`src/rtl/logic_result_stage_if.sv`:
```
// Handshake bundle between the AND/OR logic unit, logic_result_stage and the writeback path.
// master drives operands and out_ready; slave is the result stage itself.
interface logic_result_stage_if #(
    parameter int WIDTH = 8,
    parameter int DEPTH = 2
);
    localparam int CW = $clog2(DEPTH) + 1;

    logic             in_valid;
    logic             in_ready;
    logic [1:0]       op;
    logic [WIDTH-1:0] zand;
    logic [WIDTH-1:0] zor;
    logic             out_valid;
    logic             out_ready;
    logic [WIDTH-1:0] out_data;
    logic             out_zero;
    logic             out_neg;
    logic [CW-1:0]    count;

    modport master (
        output in_valid, op, zand, zor, out_ready,
        input  in_ready, out_valid, out_data, out_zero, out_neg, count
    );

    modport slave (
        input  in_valid, op, zand, zor, out_ready,
        output in_ready, out_valid, out_data, out_zero, out_neg, count
    );
endinterface

```
`src/rtl/logic_result_stage.sv`:
```
// Final logic-result select with zero/neg flags, buffered in a small registered FIFO.
// Optional LOGIC_RESULT_STATS_EN adds saturating push / zero-result counters.
module logic_result_stage #(
    parameter int WIDTH = 8,
    parameter int DEPTH = 2
) (
    input  logic                clk,
    input  logic                rst,
    logic_result_stage_if.slave bus
`ifdef LOGIC_RESULT_STATS_EN
    ,
    output logic [15:0]         acc_count,
    output logic [15:0]         zero_count
`endif
);
    localparam int PW = $clog2(DEPTH);
    localparam int CW = PW + 1;
    localparam int EW = WIDTH + 2;

    logic [WIDTH-1:0] result;
    logic             res_zero;
    logic             res_neg;
    logic             in_rdy;
    logic             out_vld;
    logic             push;
    logic             pop;
    logic [PW-1:0]    wr_ptr;
    logic [PW-1:0]    rd_ptr;
    logic [CW-1:0]    count_q;
    logic [EW-1:0]    mem [DEPTH];
    logic [EW-1:0]    head;

    // XOR and NOR are rebuilt from the unit's AND/OR outputs
    always_comb begin
        result = '0;
        case (bus.op)
            2'b00:   result = bus.zand;
            2'b01:   result = bus.zor;
            2'b10:   result = bus.zor & ~bus.zand;
            default: result = ~bus.zor;
        endcase
    end

    assign res_zero = (result == '0);
    assign res_neg  = result[WIDTH-1];

    // No pass-through when full; held low for the whole reset pulse
    assign in_rdy  = !rst && (count_q < CW'(DEPTH));
    assign out_vld = (count_q != '0);
    assign push    = bus.in_valid && in_rdy;
    assign pop     = out_vld && bus.out_ready;

    always_ff @(posedge clk or posedge rst) begin
        if (rst) begin
            wr_ptr  <= '0;
            rd_ptr  <= '0;
            count_q <= '0;
        end else begin
            if (push) wr_ptr <= wr_ptr + 1'b1;
            if (pop)  rd_ptr <= rd_ptr + 1'b1;
            case ({push, pop})
                2'b10:   count_q <= count_q + 1'b1;
                2'b01:   count_q <= count_q - 1'b1;
                default: count_q <= count_q;
            endcase
        end
    end

    always_ff @(posedge clk) begin
        if (push) mem[wr_ptr] <= {result, res_zero, res_neg};
    end

    assign head = mem[rd_ptr];

    assign bus.in_ready  = in_rdy;
    assign bus.out_valid = out_vld;
    assign bus.count     = count_q;
    assign bus.out_data  = out_vld ? head[EW-1:2] : '0;
    assign bus.out_zero  = out_vld ? head[1] : 1'b0;
    assign bus.out_neg   = out_vld ? head[0] : 1'b0;

`ifdef LOGIC_RESULT_STATS_EN
    always_ff @(posedge clk or posedge rst) begin
        if (rst) begin
            acc_count  <= '0;
            zero_count <= '0;
        end else if (push) begin
            if (acc_count != '1)              acc_count  <= acc_count + 16'd1;
            if (res_zero && zero_count != '1) zero_count <= zero_count + 16'd1;
        end
    end
`endif
endmodule

```
`src/flat_wrapper.sv`:
```
// flat-port wrapper written by rule: the top's interface ports become plain ports
module logic_result_stage_flat 
#(
    parameter int WIDTH = 8,
    parameter int DEPTH = 2
)
  (clk, rst, bus_in_valid, bus_op, bus_zand, bus_zor, bus_out_ready, bus_in_ready, bus_out_valid, bus_out_data, bus_out_zero, bus_out_neg, bus_count);
  logic_result_stage_if #(.WIDTH(WIDTH), .DEPTH(DEPTH)) bus_i ();
  input  logic clk;
  input  logic rst;
  input wire logic [$bits(bus_i.in_valid)-1:0] bus_in_valid;
  input wire logic [$bits(bus_i.op)-1:0] bus_op;
  input wire logic [$bits(bus_i.zand)-1:0] bus_zand;
  input wire logic [$bits(bus_i.zor)-1:0] bus_zor;
  input wire logic [$bits(bus_i.out_ready)-1:0] bus_out_ready;
  output wire logic [$bits(bus_i.in_ready)-1:0] bus_in_ready;
  output wire logic [$bits(bus_i.out_valid)-1:0] bus_out_valid;
  output wire logic [$bits(bus_i.out_data)-1:0] bus_out_data;
  output wire logic [$bits(bus_i.out_zero)-1:0] bus_out_zero;
  output wire logic [$bits(bus_i.out_neg)-1:0] bus_out_neg;
  output wire logic [$bits(bus_i.count)-1:0] bus_count;
  assign bus_i.in_valid = bus_in_valid;
  assign bus_i.op = bus_op;
  assign bus_i.zand = bus_zand;
  assign bus_i.zor = bus_zor;
  assign bus_i.out_ready = bus_out_ready;
  assign bus_in_ready = bus_i.in_ready;
  assign bus_out_valid = bus_i.out_valid;
  assign bus_out_data = bus_i.out_data;
  assign bus_out_zero = bus_i.out_zero;
  assign bus_out_neg = bus_i.out_neg;
  assign bus_count = bus_i.count;
  logic_result_stage #(.WIDTH(WIDTH), .DEPTH(DEPTH)) u_core (.clk(clk), .rst(rst), .bus(bus_i));
endmodule
```
`config.mk`:
```
export PLATFORM = sky130hd
export DESIGN_NAME = logic_result_stage_flat
export DESIGN_NICKNAME = d
export VERILOG_FILES = /design/src/rtl/logic_result_stage_if.sv /design/src/rtl/logic_result_stage.sv /design/src/flat_wrapper.sv
export SDC_FILE = /design/constraint.sdc
export NUM_CORES = 1
export LEC_CHECK = 0
export ABC_CLOCK_PERIOD_IN_PS = 1700
export BUFFER_PORTS_ARGS = -buffer_cell sky130_fd_sc_hd__clkbuf_2
export CAP_MARGIN = 20
export CORE_MARGIN = 2
export CORE_UTILIZATION = 51
export DETAILED_ROUTE_END_ITERATION = 6
export PLACE_DENSITY = 0.78
export SLEW_MARGIN = 10
export SYNTH_ARGS = -nofsm -noshare
export SYNTH_HDL_FRONTEND = slang
export SYNTH_SLANG_ARGS = --single-unit
```
`constraint.sdc`:
```
create_clock -name clk -period 1.7 [get_ports clk]
set_clock_uncertainty 0.1 [all_clocks]
set_input_delay 0.34 -clock clk [delete_from_list [all_inputs] [get_ports clk]]
set_output_delay 0.34 -clock clk [all_outputs]
set_load 0.01 [all_outputs]
```
# Yosys cells after proc, flatten, opt, wreduce, memory -nomap -nowiden
# Memories as Yosys holds them, arrays and structs flattened.
# Cells that the tools add are included.
[classes] n_addsub=4 magnitude_cmp=1 eq_ne=4 n_mux=7 n_bitwise=3 n_reduce_logical=8
[ops] operator="$pmux 8 s3" n=1
[ops] operator="$not 8->8" n=2
[ops] operator="$and 8x8->8" n=1
[ops] operator="$logic_not 8->1" n=1
[ops] operator="$mux 8" n=1
[ops] operator="$eq 2x1->1 const B" n=2
[ops] operator="$eq 2x2->1 const B" n=2
[ops] operator="$mux 1" n=4
[ops] operator="$pmux 2 s2" n=1
[ops] operator="$reduce_bool 2->1" n=2
[ops] operator="$logic_and 1x1->1" n=3
[ops] operator="$add 1x1->1 const B" n=2
[ops] operator="$add 2x1->2 const B" n=1
[ops] operator="$logic_not 2->1" n=1
[ops] operator="$lt 2x2->1 const B" n=1
[ops] operator="$sub 2x1->2 const B" n=1
[ops] operator="$logic_not 1->1" n=1
[word_totals] register_bits=4 mem_bits_rw=20 inputBits=22 output_inout_bits=14 wordCells=31 mem_count=1
[mem_list] name="u_core.mem" words=2 width=10 rd=1 rd_clocked_by_memory_dff=0 wr=1 line_no="logic_result_stage.sv:30" rtl="logic [EW-1:0] mem [DEPTH];"

# Longest topological paths before layout
[logic_depth] depth_word=5 mapped_depth=6

# Worst setup path before layout
# No wires, ideal clock.
[synth_path] kind="flip-flop to flip-flop" startpoint="reg u_core.count_q[1], in the netlist u_core.bus.count[1]" endpoint="mem u_core.mem[0][0] (netlist name), enable pin" setup_ns=0.374 arrival_ns=1.255 slack_ns=-0.029 path_stages_with_launch=4 n_path_buf=0 period_less_slack_ns=1.729 cell_sequence="dfrtp_1 -> nor2_1 -> nand2_1 -> nor2_1"
[synth_via] elab_chain_len=5
[synth_lines] item="start: declaration" line_no="logic_result_stage.sv:29" rtl="logic [CW-1:0] count_q;"
[synth_lines] item="start signal: assignment" line_no="logic_result_stage.sv:62" rtl="2'b10: count_q <= count_q + 1'b1;"
[synth_lines] item="start signal: assignment" line_no="logic_result_stage.sv:63" rtl="2'b01: count_q <= count_q - 1'b1;"
[synth_lines] item="start signal: assignment" line_no="logic_result_stage.sv:64" rtl="default: count_q <= count_q;"
[synth_lines] item="$lt 2x2->1" line_no="logic_result_stage.sv:48" rtl="assign in_rdy = !rst && (count_q < CW'(DEPTH));"
[synth_lines] item="$logic_and 1x1->1" line_no="logic_result_stage.sv:48"
[synth_lines] item="net bus_in_ready" line_no="flat_wrapper.sv:16" rtl="output wire logic [$bits(bus_i.in_ready)-1:0] bus_in_ready;"
[synth_lines] item="$logic_and 1x1->1" line_no="logic_result_stage.sv:50" rtl="assign push = bus.in_valid && in_rdy;"
[synth_lines] item="$mux 1" line_no="logic_result_stage.sv:70" rtl="if (push) mem[wr_ptr] <= {result, res_zero, res_neg};"
[synth_lines] item="$mux 1 (not written as such)" line_no="logic_result_stage.sv:70"
[synth_lines] item="end: declaration" line_no="logic_result_stage.sv:30"
# The timed path passes the listed nets, and every way through them passes these cells.

# Final worst setup path
[layout_path] startpoint="reg u_core.rd_ptr" endpoint="out bus_out_data[3]"
[layout_via] elab_chain_len=2
[layout_lines] item="start: declaration" line_no="logic_result_stage.sv:28" rtl="logic [PW-1:0] rd_ptr;"
[layout_lines] item="start signal: assignment" line_no="logic_result_stage.sv:60" rtl="if (pop) rd_ptr <= rd_ptr + 1'b1;"
[layout_lines] item="$mem_v2 2x10"
[layout_lines] item="$mux 8" line_no="logic_result_stage.sv:78" rtl="assign bus.out_data = out_vld ? head[EW-1:2] : '0;"
[layout_lines] item="end: declaration" line_no="flat_wrapper.sv:18" rtl="output wire logic [$bits(bus_i.out_data)-1:0] bus_out_data;"
# Every way passes these cells.

==> flow_summary_export.csv <==
group,metric,value,unit
setup_path,worstSetupPathType,"register to primary output",
floorplan,chipWidth,54.3,um
layout,nets,195,
logic_synthesis,ys_dominant_reg_cell,"edfxtp_1",
floorplan,ioPinCount,36,
logic_synthesis,synth_cell_types,35,
sta,rsz0062_at_grt,"true",
route,ant_nets,0,
setup_path,reg2reg_from,"u_core.bus.count[1]$_DFFE_PP0P_",
setup_path,r2r-end,"u_core.mem[1][0]$_DFFE_PP_",
setup_path,rrSetupSlack,0.09,ns
grt,grt_max_degree,14,
logic_synthesis,ys_top_cells_by_count,"edfxtp_1, nor2_1, nand2_1",
logic_synthesis,syn_inst,129,
run,cap_violations,0,
setup_path,r2r_cells,3,
sta,setup_violations,0,
sta,slew_headroom,0.708,
setup_path,crit_start,"u_core.rd_ptr$_DFFE_PP0P_",
logic_synthesis,ys_ff_latch,22,
sta,maxSlewViolCount,0,
clocking,ctsHtreeMaxLevel,1,
sta,post-route-period-util,0.977,
setup_path,critPathMaxFanout,5,
layout,finalInstanceArea,1610,um^2
logic_synthesis,synth_nets,152,
clocking,clock_path_buffers,2,
logic_synthesis,netlist_area,1290,um^2
layout,syn_to_final_growth,24.6,%
floorplan,dieArea,2950,um^2
floorplan,start_util,0.531,
route,routed_wl,2.66,mm
logic_synthesis,avgSynthCellArea,10.0,um^2
route,drt_iter0_markers,26,
grt,antenna_found_initial,0,
power,p_leak,0.701,nW
layout,final_util,0.662,
logic_synthesis,netlist.area_leader.share,0.419,
layout,n_fill_cell,209,
logic_synthesis,ys_seq_area_frac,0.496,
place,hpwl,2.00,mm
floorplan,core_area,2430,um^2
logic_synthesis,yosysMostFrequentCell,"edfxtp_1",
route,route.vias.total,1094,
sta,worstMarginPinSlew,0.439,ns
logic_synthesis,yosysWarnings,0,
logic_synthesis,synth-edff-count,18,
place,dpl_cell_area,1510,um^2
power,max-vdd-ir-drop,1.03,mV
logic_synthesis,async_reset_ff_frac,0.182,
route,remaining_drc_errors,0,
clocking,root_buffer,"clkbuf_4",
clocking,cts_inserted_buffers,3,
route,routedWlPerCell,13.2,um
clocking,clkSinkCount,22,
route,drt_pass1_iterations,4,
grt,grt_pass1_wl,4.29,mm
setup_path,startpoint_type,"register",
logic_synthesis,synth_top_area_cell,"edfxtp_1",
clocking,path_clk_slew,0.11,ns
floorplan,placementRows,18,
place,port_buffers,35,
logic_synthesis,ys_top_cells_by_area,"edfxtp_1, dfrtp_1, mux2i_1",
grt,grtUsageTotal,0.201,
clocking,insertion_delay,0.30,ns
setup_path,critPathArrivalTime,1.22,ns
outcome,status,"complete, no violations",
sta,hold_violations,0,
route,vias_per_cell,5.44,
setup_path,worst_setup_path_end_kind,"primary output",
setup_path,crit_required,1.26,ns
layout,drive_gt1_frac,0.322,
power,power_density,1190,nW/um^2
clocking,cts_tree,"yes",
setup_path,endpoint,"bus_out_data[3]",
layout,antennaDiodeCount,0,
grt,grt_overflow_total,0,
grt,grt_pass1_vias,987,
worst_hold_path,hold_path_class,"input port to register",
sta,min_period,1.66,ns
sta,max_freq,602,MHz
place,gp_congestion,0.779,
floorplan,die_h,54.3,um
layout make-up:
cell class                 count  area (um^2)  share of cell area
multi-input combinational     94          608               0.378
inverter                       5         18.8              0.0117
sequential                    22          642               0.399
clock inverter                 1         3.75             0.00233
timing repair buffer          46          277               0.172
tap                           30         37.5              0.0233
clock buffer                   3         22.5              0.0140
power breakdown:
part	internal, W	switching (W)
combinational	0.000450	0.000489
clock	0.0000856	0.000143
sequential	0.000694	0.0000586
total	0.00123	0.000690
through the flow:
stage / std cells / hold WS (ns) / worst slack, ns / setup TNS [ns] / power, W
finish: 201 / 0.227 / 0.0390 / 0 / 0.00192
global placement: 191 / 0.118 / 0.0597 / 0 / 0.00153
floorplan: 129 / 0.00608 / 0.116 / 0 / 0.00128
detailed placement: 191 / 0.131 / 0.0140 / 0 / 0.00156
CTS: 200 / 0.270 / -0.00160 / -0.00240 / 0.00187
global route: 201 / 0.229 / -0.0735 / -0.436 / 0.00207
sequential cells by signal, indices dropped and copies added (netlist names):
name	flops
u_core.wr_ptr	1
u_core.rd_ptr	1
u_core.mem	18
u_core.bus.count	2
per-layer routing:
metal | up-vias | GRT usage | wire length (um)
met2 | 46 | 0.355 | 1330
met5 | - | 0 | 0
met4 | 0 | 0.0750 | 22
met3 | 2 | 0.0164 | 138
met1 | 502 | 0.256 | 1170
li1 | 544 | - | -
layout by cell type (no fill, tap or decap), drive strengths merged, types with 3 or more instances in the layout:
cell type	synthesis	layout
nand3	3	3
dfrtp	4	4
buf	4	19
a211oi	3	3
nor2b	7	7
and3	6	6
mux2i	9	9
nand2	13	13
o21ai	10	10
a21oi	6	6
clkbuf	4	29
edfxtp	18	18
inv	5	5
xnor2	3	3
nor2	14	14
what timing repair did:
item,CTS,global route
gates resized for setup,2,18
pin swaps,1,1
setup buffers,4,0
endpoints found under the setup margin,11,30
hold endpoints to repair,4,0
hold buffers,1,0
cloned,0,1
cell families (layout without fill, tap and decap cells):
logic type / count (synthesis) / after routing / share of synthesized area
and+or+nand+nor: 54 / 54 / 0.221
AOI/OAI and AO/OA: 25 / 25 / 0.121
DFF: 22 / 22 / 0.496
buffers and inverters: 13 / 55 / 0.0484
muxes: 9 / 9 / 0.0698
xor gates and xnor gates: 5 / 5 / 0.0339
adders and majority gates: 1 / 1 / 0.00969
critical path, cell delays in order (launching register included):
cell	delay, ns
dfrtp_2	0.42
buf_4	0.16
mux2i_1	0.11
nor2_1	0.09
buf_2	0.13
how the worst min path moves through the flow:
stage / start / endpoint / slack (ns) / cells past startpoint
2_1_floorplan: rst / u_core.bus.count[0]$_DFFE_PP0P_ / 0.006 / 1
3_3_place_gp: rst / u_core.wr_ptr$_DFFE_PP0P_ / 0.12 / 2
5_1_grt: bus_in_valid / u_core.wr_ptr$_DFFE_PP0P_ / 0.23 / 3
3_5_place_dp: rst / u_core.wr_ptr$_DFFE_PP0P_ / 0.13 / 2
6_report: bus_in_valid / u_core.wr_ptr$_DFFE_PP0P_ / 0.23 / 3
4_1_cts: bus_in_valid / u_core.wr_ptr$_DFFE_PP0P_ / 0.27 / 3
No activity file was read; power rests on OpenSTA's default activity.
